## src/rtl/shift_pkg.sv

```systemverilog
// Shared mode encoding for the multi-mode barrel shift register.
package shift_pkg;

   typedef enum logic [1:0] {
      SH_LSR = 2'b00,   // logical right, zero fill
      SH_LSL = 2'b01,   // logical left, zero fill
      SH_ASR = 2'b10,   // arithmetic right, MSB fill
      SH_ROR = 2'b11    // rotate right
   } shift_mode_t;

   // Rotation amount folded into one word length.
   function automatic int rot_amount(input int s, input int width);
      return s % width;
   endfunction

endpackage

```

## src/rtl/shift_core.sv

```systemverilog
// Combinational barrel shifter: next word and last bit out for one step.
// Steps larger than WIDTH are legal; ROR folds them modulo WIDTH.
module shift_core
   import shift_pkg::*;
#(
   parameter int WIDTH  = 4,
   parameter int STEP_W = 3
) (
   input  logic [WIDTH-1:0]  y,
   input  shift_mode_t       mode,
   input  logic [STEP_W-1:0] step,
   output logic [WIDTH-1:0]  y_next,
   output logic              k_next
);

   int   s;
   int   r;
   int   idx;
   logic pick;
   logic fill;

   // Shifted word plus the index of the bit that leaves last.
   // When no in-range bit leaves last (step beyond the word), k takes fill.
   always_comb begin
      s      = int'(step);
      r      = rot_amount(s, WIDTH);
      y_next = y;
      idx    = 0;
      pick   = 1'b0;
      fill   = 1'b0;
      case (mode)
         SH_LSR: begin
            y_next = y >> step;
            pick   = (s <= WIDTH);
            idx    = s - 1;
         end
         SH_LSL: begin
            y_next = y << step;
            pick   = (s <= WIDTH);
            idx    = WIDTH - s;
         end
         SH_ASR: begin
            y_next = $unsigned($signed(y) >>> step);
            pick   = (s <= WIDTH);
            idx    = s - 1;
            fill   = y[WIDTH-1];
         end
         SH_ROR: begin
            for (int i = 0; i < WIDTH; i++) begin
               y_next[i] = y[(i + r) % WIDTH];
            end
            pick = 1'b1;
            idx  = (s == 0) ? 0 : rot_amount(s - 1, WIDTH);
         end
         default: ;
      endcase
   end

   // Select the outgoing bit without a variable part-select on y.
   always_comb begin
      k_next = fill;
      if (pick) begin
         for (int i = 0; i < WIDTH; i++) begin
            if (idx == i) begin
               k_next = y[i];
            end
         end
      end
   end

endmodule

```

## src/rtl/shift_multi.sv

```systemverilog
// Mode-selectable barrel shift register with last-bit-out, saturating
// cumulative shift count and sticky done flag.
module shift_multi
   import shift_pkg::*;
#(
   parameter int WIDTH  = 4,
   parameter int STEP_W = 3,
   parameter int CNT_W  = 8
) (
   input  logic              clk,
   input  logic              rst,
   input  logic [WIDTH-1:0]  w,
   input  logic              load,
   input  logic              en,
   input  logic [1:0]        mode,
   input  logic [STEP_W-1:0] step,
   output logic [WIDTH-1:0]  y,
   output logic              k,
   output logic [CNT_W-1:0]  cnt,
   output logic              done
);

   // One spare bit above the wider operand so the add never wraps.
   localparam int SUM_W = ((CNT_W > STEP_W) ? CNT_W : STEP_W) + 1;
   localparam logic [CNT_W-1:0] CNT_MAX = '1;

   logic [WIDTH-1:0] y_next;
   logic             k_next;
   logic [SUM_W-1:0] sum;
   logic [CNT_W-1:0] cnt_sat;
   logic             done_hit;
   logic             shift_go;

   shift_core #(
      .WIDTH  (WIDTH),
      .STEP_W (STEP_W)
   ) u_core (
      .y      (y),
      .mode   (shift_mode_t'(mode)),
      .step   (step),
      .y_next (y_next),
      .k_next (k_next)
   );

   // Saturating count update and the done threshold on the new count.
   always_comb begin
      sum      = SUM_W'(cnt) + SUM_W'(step);
      cnt_sat  = (sum > SUM_W'(CNT_MAX)) ? CNT_MAX : sum[CNT_W-1:0];
      done_hit = (int'(cnt_sat) >= WIDTH);
      shift_go = en && (step != '0);
   end

   // Register update: rst over load over shift; zero step holds everything.
   always_ff @(posedge clk or posedge rst) begin
      if (rst) begin
         y    <= '0;
         k    <= 1'b0;
         cnt  <= '0;
         done <= 1'b0;
      end else if (load) begin
         y    <= w;
         k    <= 1'b0;
         cnt  <= '0;
         done <= 1'b0;
      end else if (shift_go) begin
         y    <= y_next;
         k    <= k_next;
         cnt  <= cnt_sat;
         done <= done | done_hit;
      end
   end

endmodule
```

## config.mk

```make
export PLATFORM = sky130hd
export DESIGN_NAME = shift_multi
export DESIGN_NICKNAME = d
export VERILOG_FILES = /design/src/rtl/shift_pkg.sv /design/src/rtl/shift_core.sv /design/src/rtl/shift_multi.sv
export SDC_FILE = /design/constraint.sdc
export NUM_CORES = 1
export LEC_CHECK = 0
export ABC_CLOCK_PERIOD_IN_PS = 2300
export CAP_MARGIN = 20
export CORE_MARGIN = 3
export CORE_UTILIZATION = 30
export DETAILED_ROUTE_END_ITERATION = 7
export PLACE_DENSITY = 0.48
export SLEW_MARGIN = 20
export SYNTH_ARGS = -nofsm -noshare
export SYNTH_HDL_FRONTEND = slang
export SYNTH_SLANG_ARGS = --single-unit
export TNS_END_PERCENT = 20
```

## constraint.sdc

```tcl
create_clock -name clk -period 2.3 [get_ports clk]
set_input_delay 0.345 -clock clk [delete_from_list [all_inputs] [get_ports clk]]
set_output_delay 0.345 -clock clk [all_outputs]
set_load 0.01 [all_outputs]
```

### Word-level counts from Yosys, hierarchy flattened

Index checks and enable logic that the tools add are counted.
W data, S select, Z words.

* memory bits (writable): 0
* register bits: 14
* logic and storage cells: 73
* ROM bits: 0
* input bits: 13
* output and inout bits: 14
* bits in latches: 0
* memories: 0

* muxes and demuxes: 30
* equal/unequal tests: 6
* shift-type cells: 3
* magnitude comparators: 7
* add/sub/neg operators: 6
* multiply operators: 0
* div/mod/pow operators: 0
* reduce and logical (&&, ||, !) cells: 12
* bitwise logic cells: 5

Operators by type and width (number)
* $pmux W32 S3: 1
* $eq A32 B3 Y1 const B: 2
* $eq A32 B2 Y1 const B: 1
* $logic_not A32 Y1: 1
* $mux W32: 1
* $mux W8: 3
* $mux W1: 17
* $pmux W4 S4: 1
* $lt A3 B4 Y1 const B: 3
* $reduce_or A2 Y1: 5
* $add A8 B3 Y9: 1
* $gt A9 B8 Y1 const B: 1
* $bmux W1 S2: 4
* $ge A8 B3 Y1 const B: 1
* $mux W4: 2
* $add A2 B2 Y2 const A: 2
* $eq A2 B2 Y1 const B: 2
* $shl A4 B3 Y4: 1
* $shr A4 B3 Y4: 1
* $sshr A4 B3 Y4: 1
* $sub A3 B1 Y4 const B: 1
* $sub A3 B3 Y4 const A: 1
* $and A1 B1 Y1 const A: 3
* $le A3 B3 Y1 const B: 1
* other kinds (12): 12

### Longest topological paths before layout

Gate-level depths: netlist (run 1).

* depth in word-level cells: 13
* gate-level depth with buffers: 10
* mapped depth without buffers: 9

### Hierarchy

Synthesis (run 1) repeated with hierarchy kept, for this count alone.

* cell total of the unflattened synthesis: 187
* area, all modules: 1497.7 um^2

Modules (own cells, without submodules)
* shift_multi: times used 1, area each 902.1 um^2, cells an instance 100, sequential area each 350.3 um^2
* shift_core: times used 1, area each 595.6 um^2, cells an instance 87, sequential area each 0.0 um^2

### Least setup slack after synthesis (run 1)

Ideal clock, no wire load.

* kind: input port to flip-flop
* from: input port step[1]
* to: register k
* slack: 0.040 ns
* required time: 2.164 ns
* arrival time: 2.124 ns
* path buffers: 1
* stages: 9
* cells stage by stage: clkbuf_1 > inv_1 > ha_1 > ha_1 > nand2b_1 > a22oi_1 > mux4_2 > mux2i_1 > a21oi_1

* cells in the longest elaborated chain, start to end: 13

RTL lines
* from (decl): line shift_multi.sv:16 `input logic [STEP_W-1:0] step,`
* $sub A3 B1 Y4: line shift_core.sv:35, shift_core.sv:45, shift_core.sv:53
* $reduce_or A2 Y1 (no line)
* $and A1 B1 Y1 (no line)
* $mux W32: line shift_core.sv:53 `idx = (s == 0) ? 0 : rot_amount(s - 1, WIDTH);`
* $pmux W32 S3: line shift_core.sv:31 `case (mode)`
* $logic_not A32 Y1: line shift_core.sv:64 `if (idx == i) begin`
* $mux W1 (4 in series): line shift_core.sv:64
* $mux W1: line shift_core.sv:62 `if (pick) begin`
* $mux W1: line shift_multi.sv:65 `end else if (shift_go) begin`
* $mux W1: line shift_multi.sv:60 `end else if (load) begin`
* to (signal assigned): line shift_multi.sv:67 `k <= k_next;`
* to (decl): line shift_multi.sv:18 `output logic k,`

Several ways; a longest one is shown, not always the timed one. The select of a mux whose other input is x is not followed.
A chain may end at the register's enable or synchronous reset.

### Worst setup path in the final report (run 1)

* from: input port step[0]
* to: register done

* cells in the longest elaborated chain, start to end: 7

RTL lines
* $add A8 B3 Y9: line shift_multi.sv:47 `sum = SUM_W'(cnt) + SUM_W'(step);`
* $gt A9 B8 Y1: line shift_multi.sv:48 `cnt_sat = (sum > SUM_W'(CNT_MAX)) ? CNT_MAX : sum[CNT_W-1:0];`
* $mux W8: line shift_multi.sv:48
* $ge A8 B3 Y1: line shift_multi.sv:49 `done_hit = (int'(cnt_sat) >= WIDTH);`
* $or A1 B1 Y1: line shift_multi.sv:69 `done <= done | done_hit;`
* $mux W1: line shift_multi.sv:65
* $mux W1: line shift_multi.sv:60
* to (signal assigned): line shift_multi.sv:69
* to (decl): line shift_multi.sv:20 `output logic done`

Several ways; a longest one is shown, not always the timed one. The select of a mux whose other input is x is not followed.

==> results of run 1 <==
per-layer routing:
layer | part of all wire (%) | routed length, um | GRT usage (%)
met2 | 50 | 1920 | 27.7
met1 | 46 | 1780 | 21.8
met5 | 0 | 0 | 0
met3 | 3.5 | 136 | 2.10
met4 | 1.1 | 42 | 4.59
placed cells by master, fill, tap and decap left out, drive strengths merged, types with 2 or more instances in the layout:
cell type	synthesis	layout
buf	2	25
clkdlybuf4s50	0	24
dfrtp	14	14
o21ai	13	13
a21oi	10	10
nor2	8	8
nand2	7	7
inv	7	7
ha	7	7
nand3	6	6
nor2b	4	4
mux2i	4	4
nor3	4	4
clkbuf	7	4
nand2b	4	4
o31ai	3	3
o221a	3	3
or3	3	3
nor4	3	3
o211ai	3	3
a22oi	3	3
mux4	3	3
o21a	2	2
and3	2	2
mux2	2	2
a2bb2oi	2	2
nor3b	2	2
o22ai	2	2
a221o	2	2
cell usage after synthesis (2+ instances only):
| master | instances | share of area (%) |
|---|---|---|
| nor2b_1 | 4 | 1.9 |
| and3_1 | 2 | 0.97 |
| nor4_1 | 3 | 1.4 |
| clkbuf_1 | 6 | 1.7 |
| o211ai_1 | 3 | 1.7 |
| nand2b_1 | 4 | 1.9 |
| mux2_2 | 2 | 1.7 |
| a221o_1 | 2 | 1.5 |
| a21oi_1 | 10 | 3.9 |
| o221a_2 | 3 | 2.6 |
| o22ai_1 | 2 | 0.97 |
| nand3_1 | 6 | 2.3 |
| nor3b_1 | 2 | 1.2 |
| nor3_1 | 4 | 1.5 |
| mux2i_1 | 4 | 3.1 |
| a2bb2oi_1 | 2 | 1.4 |
| dfrtp_1 | 14 | 27 |
| mux4_2 | 2 | 3.5 |
| o31ai_1 | 3 | 1.7 |
| o21a_1 | 2 | 1.2 |
| ha_1 | 7 | 6.8 |
| nand2_1 | 7 | 2.0 |
| o21ai_0 | 12 | 4.6 |
| inv_1 | 7 | 2.0 |
| or3_1 | 3 | 1.4 |
| nor2_1 | 8 | 2.3 |
| a22oi_1 | 3 | 1.7 |
kinds of logic (layout without fill, tap and decap cells):
| family | count (synthesis) | count (layout) |
|---|---|---|
| adders and majority gates | 8 | 8 |
| xor gates and xnor gates | 1 | 1 |
| buffers and inverters | 17 | 63 |
| DFF | 14 | 14 |
| and+or+nand+nor | 47 | 47 |
| muxes | 9 | 9 |
| AOI/OAI and AO/OA | 54 | 54 |
registers in the layout (all words and copies together), names as in the netlist:
name and flops:
cnt 8, done 1, y 4, k 1
stage by stage:
step,setup TNS [ps],cell area [um2],worst slack (ps)
2_1_floorplan,0,1300,40.1
3_3_place_gp,-2620,1770,-306
3_5_place_dp,-3000,1770,-362
4_1_cts,0,1840,59.6
5_1_grt,0,1850,44.5
6_report,0,1850,153
area by class of cell:
| cell class | count | area, um2 |
|---|---|---|
| clock buffer | 4 | 55.1 |
| fill | 440 | 2230 |
| inverter | 8 | 30.0 |
| multi-input combinational | 119 | 907 |
| sequential | 14 | 350 |
| tap | 50 | 62.6 |
| timing repair buffer | 51 | 449 |
repair_timing:
action / CTS / global route
endpoints found under the setup margin: 3 / 10
hold endpoints to repair: 0 / 0
pin swaps: 2 / 2
resized for setup: 5 / 3
worst max-delay path, delay by kind of cell:
kind	cells	cell delay (ps)
buffers and inverters	2	410
AOI/OAI and AO/OA	3	340
and+or+nand+nor	2	570
adders and majority gates	2	600
report_power, final:
group / internal [W] / leakage [nW] / switching, W
registers: 0.000265 / 0.183 / 0.0000307
logic: 0.000175 / 0.581 / 0.000144
clock network: 0.000152 / 0.0288 / 0.0000920
total: 0.000591 / 0.792 / 0.000267
worst max path at each step:
stage	from	endpoint	slack, ps	cells past startpoint
2_1_floorplan	step[1]	k	40	9
3_3_place_gp	step[0]	done	-310	9
3_5_place_dp	step[0]	done	-360	9
4_1_cts	step[1]	k	60	9
5_1_grt	step[0]	done	40	9
6_report	step[0]	done	150	9
==> summary.txt, run 1 <==
Outcome
  • Status: finished clean

Global route
  • Largest net degree at the start of global routing: 15
  • GRT Overall Usage: 16.4%
  • Vias in the first global route: 1417
  • Initial antenna violation count: 0
  • GR Overflow Total: 0
  • First-pass GRT wire length: 6800 um

Logic synthesis
  • Post-synthesis mux area share: 10.3%
  • Fraction of synthesized cell area in xor and xnor cells: 0.676%
  • Netlist cell types: 50
  • Post-Syn Nets: 171
  • Post-synth EDFFs: 0
  • Gate Count Post-Synth: 150
  • Mapped Area: 1300 um2
  • Post-Synth Simple-Gate Area: between 10% and 20%
  • Yosys warns: 0
  • Synth Area in Compound Gates: 28.8%
  • Ys async rst share: 100%
  • Syn Area/Cell: 8.64 um2
  • Largest family of logic cells by synthesized area: compound AO/OA/AOI/OAI gates
  • Most used DFF post-synth: dfrtp_1
  • Register area share after synthesis: 27.0%
  • Synth Register Bits: 14
  • Adder-cell share of the synthesized area: between 8 and 9%

Power
  • Pwr Density: 463 nW/um2
  • Pwr Total: 0.000858 W
  • P_leak: 0.792 nW
  • Max VDD drop: 0.217 mV

Clock network
  • Skew-Pair Late Insertion Delay: around 250 ps
  • H-Tree Depth: 1
  • Clock Tree Buf Depth: 2
  • CTS buffer count: 3
  • CTS Root Buffer Type: clkbuf_8
  • Clk slew on worst S/H paths: approximately 70 ps
  • Setup bufs post-CTS: 0
  • Total clock sinks: 14
  • TritonCTS clock tree: built
  • Hold Buf Count CTS: 0

Worst hold path
  • Hold Crit Class: in2async

Placement
  • Placed Cells: 242
  • I/O Buffers: 26
  • Placer Congestion: 0.832
  • DPL Wire Length: approximately 2900 um

Finish
  • NumNets Final: ~220
  • Non-filler cells, final: 246
  • Final Util: 45.4%
  • Layout cell share with drive strength beyond 1: 21.4%
  • Antenna Cells: 0
  • Syn-to-layout area delta: 43.1%

Setup path
  • CP peak stage delay: 390 ps
  • Critical path arrival: 2270 ps
  • Worst Path Required: 2420 ps
  • Worst R2R Start: cnt[0]
  • Reg2reg path depth: 7
  • Crit path launch type: primary input
  • CP Max Fanout: 4
  • Reg2Reg Setup Slack: 250 ps
  • RR Endpoint: done
  • Element type at the critical path end: flop
  • Critical path, cell by cell: dlygate4sd2_1 -> buf_4 -> ha_1 -> fa_2 -> or3_1 -> o21a_1 -> o22ai_1 -> and3b_1 -> o41ai_2
  • CP max-delay cell: or3_1
  • Critical path class: in2reg

Die
  • Die ar.: 5150 um2
  • Initial core utilization: 31.7%
  • Rows: 23
  • Die Height: a little over 70 um
  • I/O pins: 27
  • Area of the core: 4090 um2
  • Die W: 71.7 um

Route
  • ANT nets after route: 0
  • DRC Markers: 0
  • DRT Pass-1 Iters: 4
  • DR WL/cell: 15.8 um
  • DR vias/cell: 5.65
  • DRT iter0 DRCs: 119
  • WL final: a little under 4000 um
  • Via count: 1391

STA
  • Fmax: 0.466 GHz
  • Least-Margin Pin Slew: between 500 and 600 ps
  • Min cycle time layout: 2150 ps
  • Relative slew slack: 61.8%
  • Final setup violation count: 0
  • Final worst clock skew: 6.28 ps
  • WHS: approximately 450 ps
  • Hold Violations, Final: 0
  • Final Max Tran Viols: 0
  • Unrepaired setup endpoints after global routing: false
  • Crit share post-route: 93.3%

Flow run
  • MaxCap Viol Count: 0
(Power assumes the default switching activity.)
==> run 2, diff against run 1 <==
--- a/config.mk
+++ b/config.mk
@@ -9,10 +9,12 @@
 export CAP_MARGIN = 20
 export CORE_MARGIN = 3
 export CORE_UTILIZATION = 30
+export CTS_CLUSTER_SIZE = 20
 export DETAILED_ROUTE_END_ITERATION = 7
-export PLACE_DENSITY = 0.48
+export PLACE_DENSITY = 0.47
 export SLEW_MARGIN = 20
 export SYNTH_ARGS = -nofsm -noshare
 export SYNTH_HDL_FRONTEND = slang
+export SYNTH_HIERARCHICAL = 1
 export SYNTH_SLANG_ARGS = --single-unit
 export TNS_END_PERCENT = 20
==> run 2 against run 1 <==
  * Critical path depth rose by 1
  * Clock power hardly changed
  * Global-route usage shrank 1.6 points
  * Design area is 9.8% higher
  * Largest cell class unchanged
==> summary.txt, run 2 <==
Global route
  • Initial antenna violation count: 0
  • GR Overflow Total: 0
  • Vias in the first global route: 1576
  • First-pass GRT wire length: 7380 um
  • GRT Overall Usage: about 15%
  • Largest net degree at the start of global routing: 20

Setup path
  • Element type at the critical path end: flop
  • Crit path launch type: primary input
  • CP peak stage delay: 470 ps
  • RR Endpoint: done
  • Critical path arrival: 2300 ps
  • Worst Path Required: roughly 2500 ps
  • Critical Path Start: step[2]
  • Critical path class: in2reg
  • CP Max Fanout: 2
  • Reg2Reg Setup Slack: 290 ps
  • Critical path, cell by cell: clkdlybuf4s50_1 -> inv_1 -> ha_1 -> nand2b_1 -> a221o_1 -> a21o_1 -> a32o_1 -> o21ai_2 -> nand2_1 -> a21oi_2
  • Worst R2R Start: cnt[0]
  • Crit path to: k
  • Reg2reg path depth: 6
  • CP max-delay cell: clkdlybuf4s50_1

STA
  • Final worst clock skew: 4.98 ps
  • Unrepaired setup endpoints after global routing: false
  • Crit share post-route: 92.6%
  • Relative slew slack: 61.2%
  • Hold Violations, Final: 0
  • Final setup margin: 170 ps
  • Final Max Tran Viols: 0
  • Least-Margin Pin Slew: 582 ps
  • WHS: ~460 ps
  • Fmax: 0.469 GHz
  • Final setup violation count: 0
  • Min cycle time layout: 2130 ps

Logic synthesis
  • Gate Count Post-Synth: 187
  • Largest cells by area after synthesis: dfrtp_1 23%, mux2i_1 10%, ha_1 6.7%, o21ai_0 4.7%, nor3_1 4.0%
  • Synth cell count leaders: 16 x nor2_1, 15 x mux2i_1, 14 x dfrtp_1, 14 x nand2_1, 14 x o21ai_0
  • Synth Register Bits: 14
  • Post-synth EDFFs: 0
  • Mapped Area: 1500 um2
  • Post-Syn Nets: 209
  • Register area share after synthesis: 23.4%
  • Netlist cell types: 57
  • Ys async rst share: 100%
  • Count leader, synth: nor2_1
  • Yosys warns: 6
  • Syn Area/Cell: 8.01 um2
  • Top cell type's share of synthesized area: roughly a quarter
  • Most used DFF post-synth: dfrtp_1
  • Cell taking the most area after synthesis: dfrtp_1

Outcome
  • Status: finished clean

Die
  • Initial core utilization: a little under a third
  • I/O pins: 27
  • Rows: 25
  • Die Height: about 77 um
  • Die ar.: a little under 6000 um2
  • Area of the core: 4790 um2
  • Die W: 76.7 um

Route
  • DRT Pass-1 Iters: 4
  • DRC Markers: 0
  • WL final: 4280 um
  • ANT nets after route: 0
  • DR vias/cell: 5.21
  • DRT iter0 DRCs: 100
  • Via count: about 1500
  • DR WL/cell: 14.4 um

Power
  • Clk pwr share: 26.6%
  • P_leak: 0.860 nW
  • P_sw: 0.000305 W
  • Comb pwr share: between 40% and 50%
  • Seq pwr share: between 30 and 40%
  • Internal power: 0.000608 W
  • Switch share: 33.4%
  • Pwr Density: 448 nW/um2
  • Max VDD drop: 0.397 mV

Clock network
  • TritonCTS clock tree: built
  • Clk slew on worst S/H paths: 60 ps
  • H-Tree Depth: 1
  • CTS buffer count: 3
  • CTS Root Buffer Type: clkbuf_8
  • Total clock sinks: 14
  • Skew-Pair Late Insertion Delay: approximately 240 ps
  • Setup bufs post-CTS: 0
  • Hold Buf Count CTS: 0
  • Clock Tree Buf Depth: 2

Worst hold path
  • Hold Crit Class: in2async

Finish
  • Registers with the most flip-flops: cnt x8, y x4
  • NumNets Final: 252
  • Layout cell share with drive strength beyond 1: 18.3%
  • Reg with most FFs: cnt
  • Syn-to-layout area delta: 35.9%
  • Commonest cells after routing, fill and taps aside: 24 x clkdlybuf4s50_1, 23 x buf_4, 16 x nor2_1
  • Largest register FFs: 8
  • Antenna Cells: 0
  • Non-filler cells, final: 296
  • Commonest non-fill, non-tap cell in the layout: clkdlybuf4s50_1

Placement
  • I/O Buffers: 26
  • Placed Cells: slightly below 300
  • DPL Wire Length: 3300 um
  • Pre-CTS WS: -263 ps
  • Placer Congestion: 0.880

Flow run
  • MaxCap Viol Count: 0
-- run 2: changes by cell type after synthesis, sizes merged, moves of 5 or more --
| cell | previous run | this run |
|---|---|---|
| nor3 | 4 | 13 |
| buf | 2 | 7 |
| nand2 | 7 | 14 |
| o21ai | 13 | 18 |
| nor2 | 8 | 16 |
| mux2i | 4 | 15 |
-- run 2: layout make-up --
cell class	instances	area [um2]
Inverter	10	37.5
Clock buffer	4	55.1
Multi-Input combinational cell	151	1050
Fill cell	486	2750
Timing Repair Buffer	50	454
Sequential cell	14	350
Tap cell	67	83.8
-- run 2: power by group through the flow --
stage	Combinational (W)	Clock (W)	Sequential (W)
after floorplan	0.000213	0	0.000302
after global placement	0.000368	0	0.000305
after detailed placement	0.000368	0	0.000305
after CTS	0.000370	0.000249	0.000301
after global routing	0.000410	0.000258	0.000305
final	0.000369	0.000242	0.000301
-- run 2: metrics by stage --
| step | setup TNS, ps | cell area, um2 | power, W | utilization, % |
|---|---|---|---|---|
| after floorplan | 0 | 1510 | 0.000515 | - |
| after global placement | -1930 | 1970 | 0.000673 | 41.2 |
| after detailed placement | -1750 | 1970 | 0.000674 | 41.2 |
| after CTS | 0 | 2030 | 0.000920 | 42.4 |
| after global routing | 0 | 2040 | 0.000973 | 42.5 |
| final | 0 | 2040 | 0.000913 | 42.5 |
-- run 2: how the worst min path moves through the flow --
stage	start	end	slack (ps)	depth (start not counted)
after global routing	rst	cnt[5]	530	2
after CTS	rst	cnt[7]	480	2
after global placement	k	k	560	2
after detailed placement	k	k	550	2
final	rst	cnt[7]	460	2
after floorplan	rst	cnt[0]	230	1
-- run 2: layer usage --
metal  global-route usage (%)  share of wire [%]  routed length, um  vias up
met4                     3.99                1.0                 43        0
met3                    0.822                2.4                103        6
li1                         -                  -                  -      773
met5                        0                  0                  0        -
met2                     26.0                 50               2130       39
met1                     19.5                 47               2000      723
-- run 2: kinds of logic (layout without fill, tap and decap cells) --
kind of cell	count (synthesis)	count (layout)	synth area share, %
AOI/OAI and AO/OA	53	53	24.6
xor gates and xnor gates	2	2	1.17
buffers and inverters	22	64	6.60
and+or+nand+nor	71	71	25.5
adders and majority gates	9	9	8.02
DFF	14	14	23.4
muxes	16	16	10.8
-- run 2: what timing repair did --
item                                    in CTS  in global routing
pin swaps                                    0                  2
endpoints found under the setup margin       2                  1
gates cloned                                 0                  0
gates resized for setup                      1                  3
-- run 2: critical path, delay by kind of cell --
kind / cells / cell delay, ps
AOI/OAI and AO/OA: 5 / 1010
buffers and inverters: 2 / 530
and+or+nand+nor: 2 / 210
adders and majority gates: 1 / 200
==> run 3, diff against run 2 <==
--- a/config.mk
+++ b/config.mk
@@ -7,8 +7,10 @@
 export LEC_CHECK = 0
 export ABC_CLOCK_PERIOD_IN_PS = 2300
 export CAP_MARGIN = 20
+export CORE_ASPECT_RATIO = 1.75
 export CORE_MARGIN = 3
 export CORE_UTILIZATION = 30
+export CTS_CLUSTER_DIAMETER = 60
 export CTS_CLUSTER_SIZE = 20
 export DETAILED_ROUTE_END_ITERATION = 7
 export PLACE_DENSITY = 0.47
==> run 3 against run 2 <==
  * Core utilization is 0.42 points higher
  * Sequential share of layout area hardly changed
  * Worst setup slack better by 9.4 ps
  * Power is 1.1% higher
  * Largest cell class unchanged
  * Highest routed layer unchanged
==> summary.txt, run 3 (same netlist as run 2, synthesis figures left out) <==
Setup path
  • CP max-delay cell: clkdlybuf4s50_1
  • CP peak stage delay: 480 ps
  • Critical path, cell by cell: clkdlybuf4s50_1 -> inv_1 -> ha_2 -> nand2b_1 -> a221o_1 -> a21o_1 -> a32o_1 -> o21ai_2 -> nand2_1 -> a21oi_2
  • Critical path class: in2reg
  • Critical path arrival: 2290 ps
  • Worst Path Required: 2460 ps
  • CP Max Fanout: 2
  • Element type at the critical path end: flop
  • Crit path launch type: primary input

Route
  • DR vias/cell: 5.65
  • Via count: 1611
  • ANT nets after route: 0
  • DRT iter0 DRCs: 109
  • WL final: 4550 um
  • DRT Pass-1 Iters: 4
  • DRC Markers: 0
  • DR WL/cell: 16.0 um

Die
  • Die Height: between 90 and 100 um
  • I/O pins: 27
  • Area of the core: approximately 4700 um2
  • Die ar.: 5910 um2
  • Rows: 33
  • Initial core utilization: about a third
  • Die W: between 50 and 60 um

Placement
  • Placer Congestion: around 0.86
  • Dpl cell area: a little under 2000 um2
  • Placed Cells: 281
  • DPL Wire Length: 3570 um
  • I/O Buffers: 26

Finish
  • Syn-to-layout area delta: 36.2%
  • Non-filler cells, final: 285
  • Commonest non-fill, non-tap cell in the layout: buf_4
  • Final Util: between 40% and 50%
  • Reg with most FFs: cnt
  • Commonest cells after routing, fill and taps aside: 28 x buf_4, 24 x clkdlybuf4s50_1, 16 x nor2_1
  • Registers with the most flip-flops: cnt x8, y x4
  • NumNets Final: 256
  • Antenna Cells: 0
  • Largest register FFs: 8
  • Design area: between 2000 and 2500 um2
  • Layout cell share with drive strength beyond 1: 20.2%

Clock network
  • TritonCTS clock tree: built
  • Skew-Pair Late Insertion Delay: 240 ps
  • CTS Root Buffer Type: clkbuf_8
  • Clk slew on worst S/H paths: about 60 ps
  • H-Tree Depth: 1
  • CTS buffer count: 3
  • Clock Tree Buf Depth: 2
  • Total clock sinks: 14

STA
  • Unrepaired setup endpoints after global routing: false
  • Crit share post-route: between 90% and 100%
  • Min cycle time layout: 2120 ps
  • Relative slew slack: 63.2%
  • Least-Margin Pin Slew: 550 ps
  • Final Max Tran Viols: 0
  • Final worst clock skew: between 2 and 2.5 ps
  • Fmax: 0.472 GHz
  • Final setup violation count: 0
  • TNS Setup: 0 ps
  • WHS: 451 ps
  • Hold Violations, Final: 0

Flow run
  • MaxCap Viol Count: 0

Outcome
  • Status: finished clean

Power
  • P_leak: 0.878 nW
  • Pwr Density: 452 nW/um2
  • Max VDD drop: 0.336 mV

Global route
  • Largest net degree at the start of global routing: 19
  • First-pass GRT wire length: ~7500 um
  • Initial antenna violation count: 0
  • Vias in the first global route: approximately 1600
  • GRT Overall Usage: 16.5%
  • GR Overflow Total: 0

Worst hold path
  • Hold Crit Class: in2async
## run 3: cell type report
cell class / count / area, um2
inverter: 10 / 37.5
fill: 493 / 2710
clock buffer: 4 / 55.1
multi-input combinational: 151 / 1060
tap: 52 / 65.1
timing repair buffer: 54 / 472
sequential: 14 / 350
## run 3: per-stage QoR
stage	setup WS [ps]	power [W]
final	179	0.000922
after global routing	76.3	0.000988
after CTS	40.0	0.000931
after detailed placement	-301	0.000685
after global placement	-248	0.000681
after floorplan	5.15	0.000515
## run 3: critical path, delay by kind of cell
| family | cells | cell delay, ps |
|---|---|---|
| compound gates | 5 | 1000 |
| buf+inv | 2 | 550 |
| simple gates | 2 | 210 |
| fa+ha+maj | 1 | 180 |
## run 3: report_power, final
part | internal [W] | switching, W
sequential | 0.000266 | 0.0000353
combinational | 0.000194 | 0.000185
clock | 0.000152 | 0.0000898
total | 0.000612 | 0.000310
## run 3: what timing repair did
action | in CTS | in global routing
setup endpoints to repair | 2 | 1
gates resized for setup | 1 | 4
hold buffers | 0 | 0
setup buffers | 0 | 0
pin swaps | 0 | 2
## run 3: final timing paths
| kind | startpoint | to | slack [ps] | depth (start not counted) |
|---|---|---|---|---|
| setup / recovery | step[2] | k | 180 | 10 |
| hold / removal | rst | cnt[3] | 450 | 2 |
| setup reg to reg | cnt[0] | done | 280 | 6 |
| hold reg to reg | k | k | 560 | 2 |
| max in group asynchronous | rst | cnt[6] | 1490 | 2 |
| min in group clk | k | k | 560 | 2 |
## run 3: layer usage
metal	GRT usage, %	vias to the layer above	share of wire (%)
met1	18.4	770	39
met3	1.30	14	2.9
met2	30.0	50	55
met4	8.03	0	3.2
met5	0	-	0
li1	-	777	-
